File: config.mk
export PLATFORM = sky130hd
export DESIGN_NAME = sipo_word_assembler
export DESIGN_NICKNAME = d
export VERILOG_FILES = /design/src/rtl/sipo_word_assembler.sv
export SDC_FILE = /design/constraint.sdc
export NUM_CORES = 1
export LEC_CHECK = 0
export ABC_CLOCK_PERIOD_IN_PS = 1800
export BUFFER_PORTS_ARGS = -buffer_cell sky130_fd_sc_hd__clkbuf_2
export CAP_MARGIN = 20
export CORE_MARGIN = 2
export CORE_UTILIZATION = 36
export DETAILED_ROUTE_END_ITERATION = 7
export HOLD_SLACK_MARGIN = 0.12
export PLACE_DENSITY = 0.7
export RECOVER_POWER = 100
export REMOVE_ABC_BUFFERS = 1
export SYNTH_ARGS = -nofsm -noshare
export SYNTH_HDL_FRONTEND = slang
export SYNTH_SLANG_ARGS = --single-unit
export TNS_END_PERCENT = 5
File: constraint.sdc
create_clock -name CLK -period 1.8 [get_ports CLK]
set_clock_uncertainty 0.15 [all_clocks]
set_input_delay 0.09 -clock CLK [delete_from_list [all_inputs] [get_ports CLK]]
set_output_delay 0.09 -clock CLK [all_outputs]
set_load 0.005 [all_outputs]
File: src/rtl/sipo_word_assembler.sv
// sipo_word_assembler: collects a serial bit stream into WIDTH-bit words for a PIPO stage.
// Define SIPO_PARITY_EN to expect an even-parity bit after each word before it is loaded.
module sipo_word_assembler #(
   parameter int WIDTH     = 4,
   parameter bit MSB_FIRST = 1'b1
) (
   input  logic                       CLK,
   input  logic                       RST,
   input  logic                       SIN,
   input  logic                       SVALID,
   input  logic                       CLR,
   output logic [WIDTH-1:0]           OUT,
   output logic                       LOAD,
   output logic                       BUSY,
   output logic [$clog2(WIDTH+1)-1:0] BIT_CNT,
   output logic                       PERR,
   output logic [1:0]                 DBG_STATE
);
   // Handshake: a bit is taken on every rising CLK edge with SVALID=1 and CLR=0; there is
   // no back-pressure. LOAD is a one-cycle qualifier meaning OUT holds a freshly completed word.

   localparam int CW = $clog2(WIDTH + 1);
   localparam logic [1:0] ST_IDLE  = 2'd0;
   localparam logic [1:0] ST_SHIFT = 2'd1;
`ifdef SIPO_PARITY_EN
   localparam logic [1:0] ST_PAR   = 2'd2;
`endif
   localparam logic [CW-1:0] LAST_CNT = CW'(WIDTH - 1);

   logic [1:0]       state_q, state_d;
   logic [WIDTH-1:0] sreg_q, sreg_d;
   logic [CW-1:0]    cnt_q, cnt_d;
   logic [WIDTH-1:0] out_q, out_d;
   logic             load_q, load_d;
   logic             perr_q, perr_d;
   logic [WIDTH-1:0] shifted;

   always_comb begin
      state_d = state_q;
      sreg_d  = sreg_q;
      cnt_d   = cnt_q;
      out_d   = out_q;
      load_d  = 1'b0;
      perr_d  = 1'b0;
      if (MSB_FIRST) shifted = {sreg_q[WIDTH-2:0], SIN};
      else           shifted = {SIN, sreg_q[WIDTH-1:1]};

      // CLR wins over SVALID; the shift register is kept at zero whenever idle.
      if (CLR) begin
         state_d = ST_IDLE;
         cnt_d   = '0;
         sreg_d  = '0;
      end else if (SVALID) begin
`ifdef SIPO_PARITY_EN
         if (state_q == ST_PAR) begin
            state_d = ST_IDLE;
            cnt_d   = '0;
            sreg_d  = '0;
            if ((^sreg_q) == SIN) begin
               out_d  = sreg_q;
               load_d = 1'b1;
            end else begin
               perr_d = 1'b1;
            end
         end else begin
`else
         begin
`endif
            sreg_d = shifted;
            cnt_d  = cnt_q + CW'(1);
            if (cnt_q == LAST_CNT) begin
`ifdef SIPO_PARITY_EN
               state_d = ST_PAR;
`else
               state_d = ST_IDLE;
               cnt_d   = '0;
               sreg_d  = '0;
               out_d   = shifted;
               load_d  = 1'b1;
`endif
            end else begin
               state_d = ST_SHIFT;
            end
         end
      end
   end

   always_ff @(posedge CLK or posedge RST) begin
      if (RST) begin
         state_q <= ST_IDLE;
         sreg_q  <= '0;
         cnt_q   <= '0;
         out_q   <= '0;
         load_q  <= 1'b0;
         perr_q  <= 1'b0;
      end else begin
         state_q <= state_d;
         sreg_q  <= sreg_d;
         cnt_q   <= cnt_d;
         out_q   <= out_d;
         load_q  <= load_d;
         perr_q  <= perr_d;
      end
   end

   assign OUT       = out_q;
   assign LOAD      = load_q;
   assign BUSY      = (state_q != ST_IDLE);
   assign BIT_CNT   = cnt_q;
   assign DBG_STATE = state_q;
`ifdef SIPO_PARITY_EN
   assign PERR      = perr_q;
`else
   assign PERR      = 1'b0;
   logic unused_perr;
   assign unused_perr = perr_q;
`endif

endmodule

==> results.md <==
- At the worst endpoint, the arrival time is 1.56 ns.
- The via count of the first global-routing pass is ~330.
- Setup repair after global routing left no endpoint under its margin.
- During synthesis, Yosys emitted a total of 0 warnings.
- The number of antenna diodes in the final layout is 0.
- The setup TNS is 0 ns.
- The total overflow left after global routing is 0.
- The worst path uses 86.9% of the clock period.
- The worst register-to-register path begins at BIT_CNT[0].
- The count of distinct cell types in the synthesized netlist is 17.
- Clock-pin slew was measured on the worst setup and hold paths at 0.08 ns.
- The setup fix buffers added after clock tree synthesis is 0.
- The global-route wire length before repair is roughly 1600 um.
- From synthesis to final layout, the design area changed by 21.1%.
- Yosys mapped a number of flops with a built-in enable equal to 0.
- The number of instances in the placed design is 71.
- The number of buffers inserted by port buffering is 14.
- The critical path in this run is classified as input pin to flip-flop.
- The mapped netlist covers 552 um^2.
- The count of nets left with antenna violations once routing finished came out at 0.
- After the first detailed-routing iteration, the DRC count stood at 2.
- The most critical setup path has its startpoint at SVALID.
- The wire length per cell is 11.4 um.
- With fillers left out, the area of the finished cells amounts to 668 um^2.
- The peak supply drop is 0.301 mV.
- For this run, asynchronously set or reset flops after synthesis account for 100%.
- The clock root buffer is sky130_fd_sc_hd__clkbuf_4.
- Cells with a size suffix above 1 make up 30.2% of the layout.
- The endpoint kind of the worst setup timing path is a flip-flop.
- The horizontal die dimension is 43.2 um.
- The total power density per cell area is approximately 830 nW/um^2.
- The height of the die is 43.2 um.
- The most common library cell in the layout ignoring fill and taps is sky130_fd_sc_hd__clkbuf_2.
- Setup violations remaining at the end of the flow were counted as 0.
- The congestion estimate from routability-driven global placement came to 0.709.
- The min-delay analysis places its worst path in the category input pin to async pin.
- In the synthesized netlist the dominant register cell turns out to be sky130_fd_sc_hd__dfrtp_1.
- The clock passes through at most 2 buffers.
- The overall global routing resource usage is 11.9%.
- The largest net degree at the start of global routing is 13.
- At the later pin of the worst-skew pair, clock insertion delay measures 0.27 ns.
- The fraction of the core area covered by cells at the end of the flow is 45.4%.
- The share of synthesized area occupied by flip-flops and latches is 54.4%.
- The total count of hold-check failures in the final report is 0.
- The number of antenna violations at the first check in global routing is 0.
- The mean number of vias per cell is 4.65.
- Counting every instance in the synthesized netlist gives 45.
- In this run the count of I/O pins placed on the die edge is 17.
- The design draws 0.555 mW.
- Excluding fillers, the count of instances in the completed layout stands at 79.
- The synthesized area per cell is 12.3 um^2.
- The clock period minus worst slack is 1.56 ns.
- STA classifies the critical path startpoint as an input pin.
- Buffers inserted during clock tree synthesis total 3.
- The net count of the finished layout is 70.
- The data required time of the critical path is 1.80 ns.
- The flow ran to the end, and the final reports show no timing, DRC or antenna violations.
- The die covers 1860 um^2.
- The total of max-cap violations is 0.
- The CTS tree is built.
- The total of flip-flops plus latches after synthesis is 12.
- The max-slew violation count is 0.
- The routed via count is 367.
- Clock tree synthesis found a total of 12 sinks.
- Once placement finished, the instance area stood at 608 um^2.
- Along the worst path, the maximum fanout reaches 12.
- The number of iterations in the first detailed-routing pass is 2.
- The filler cells instantiated in the layout total 158.
- The level count of the clock H-tree is 1.
- The effective utilization at floorplan is 37.5%.
- For this run, the top clock speed supported by timing is 0.639 GHz.
- The library cells used most frequently in the layout, excluding fill and tap cells, are 13 x sky130_fd_sc_hd__clkbuf_2, 12 x sky130_fd_sc_hd__dfrtp_1, 6 x sky130_fd_sc_hd__nand2b_1, 5 x sky130_fd_sc_hd__a21oi_1.
- The reported leakage power is 0.344 nW.
- The number of core rows is 14.
- The post-detailed-routing wire length is 903 um.
- The worst setup slack for register-to-register paths is 0.24 ns.
- The core region is 1470 um^2.
- The count of unresolved DRC violations after routing is 0.
cell type report:
| cell class | count | area [um^2] | share of cell area (%) |
|---|---|---|---|
| Sequential cell | 12 | 300 | 44.9 |
| Multi-Input combinational cell | 28 | 199 | 29.8 |
| Timing Repair Buffer | 18 | 109 | 16.3 |
| Clock buffer | 4 | 36.3 | 5.43 |
| Tap cell | 16 | 20.0 | 3.00 |
| Inverter | 1 | 3.75 | 0.562 |
logic make-up after synthesis:
kind of cell	count (synthesis)	share of synthesized area, %
other	1	0.680
and+or+nand+nor	15	17.9
DFF	12	54.4
AOI/OAI and AO/OA	5	4.53
buffers and inverters	6	7.48
adders and majority gates	1	2.27
muxes	5	12.7
Yosys cell counts, types with 3 or more instances:
| library cell | n | area, um^2 |
|---|---|---|
| sky130_fd_sc_hd__nand2b_1 | 6 | 37.5 |
| sky130_fd_sc_hd__buf_4 | 3 | 22.5 |
| sky130_fd_sc_hd__a21oi_1 | 5 | 25.0 |
| sky130_fd_sc_hd__dfrtp_1 | 12 | 300 |
| sky130_fd_sc_hd__nand3_1 | 4 | 20.0 |
| sky130_fd_sc_hd__mux2_4 | 4 | 60.1 |
state kept, by name, indices dropped and copies added (netlist names):
register,flops
DBG_STATE,1
LOAD,1
OUT,4
BIT_CNT,3
sreg_q,3
power by group:
part	switching, mW	total, mW	internal, mW
sequential	0.00817	0.289	0.281
clock	0.0883	0.211	0.123
combinational	0.0268	0.0542	0.0274
worst paths after layout:
kind,cells past startpoint,endpoint
setup / recovery,5,OUT[1]
hold / removal,3,LOAD
setup reg to reg,4,OUT[1]
hold reg to reg,1,OUT[2]
max in group asynchronous,3,sreg_q[1]
min in group CLK,1,OUT[2]
worst max-delay path, cell delays in order:
cell and delay (ns):
sky130_fd_sc_hd__dlygate4sd3_1 0.52, sky130_fd_sc_hd__clkbuf_2 0.22, sky130_fd_sc_hd__nand2_1 0.13, sky130_fd_sc_hd__nor3_4 0.24, sky130_fd_sc_hd__mux2_1 0.36
stage by stage:
stage / hold slack, ns / setup slack (ns)
detailed placement: -0.0394 / 0.219
global route: 0.233 / 0.125
finish: 0.198 / 0.236
CTS: 0.213 / 0.204
floorplan: -0.195 / 0.335
global placement: -0.0522 / 0.306
metal layers:
metal	track usage, %	up-vias	share of wire [%]
met5	0	-	0
met4	5.45	0	0
met3	2.55	0	5.6
met2	16.4	11	45
met1	17.4	174	49
li1	-	182	-
timing repair:
action	CTS	global route
hold buffers	4	0
endpoints found under the hold margin	21	0
resized for setup	0	0
No activity file was read; power rests on OpenSTA's default activity.
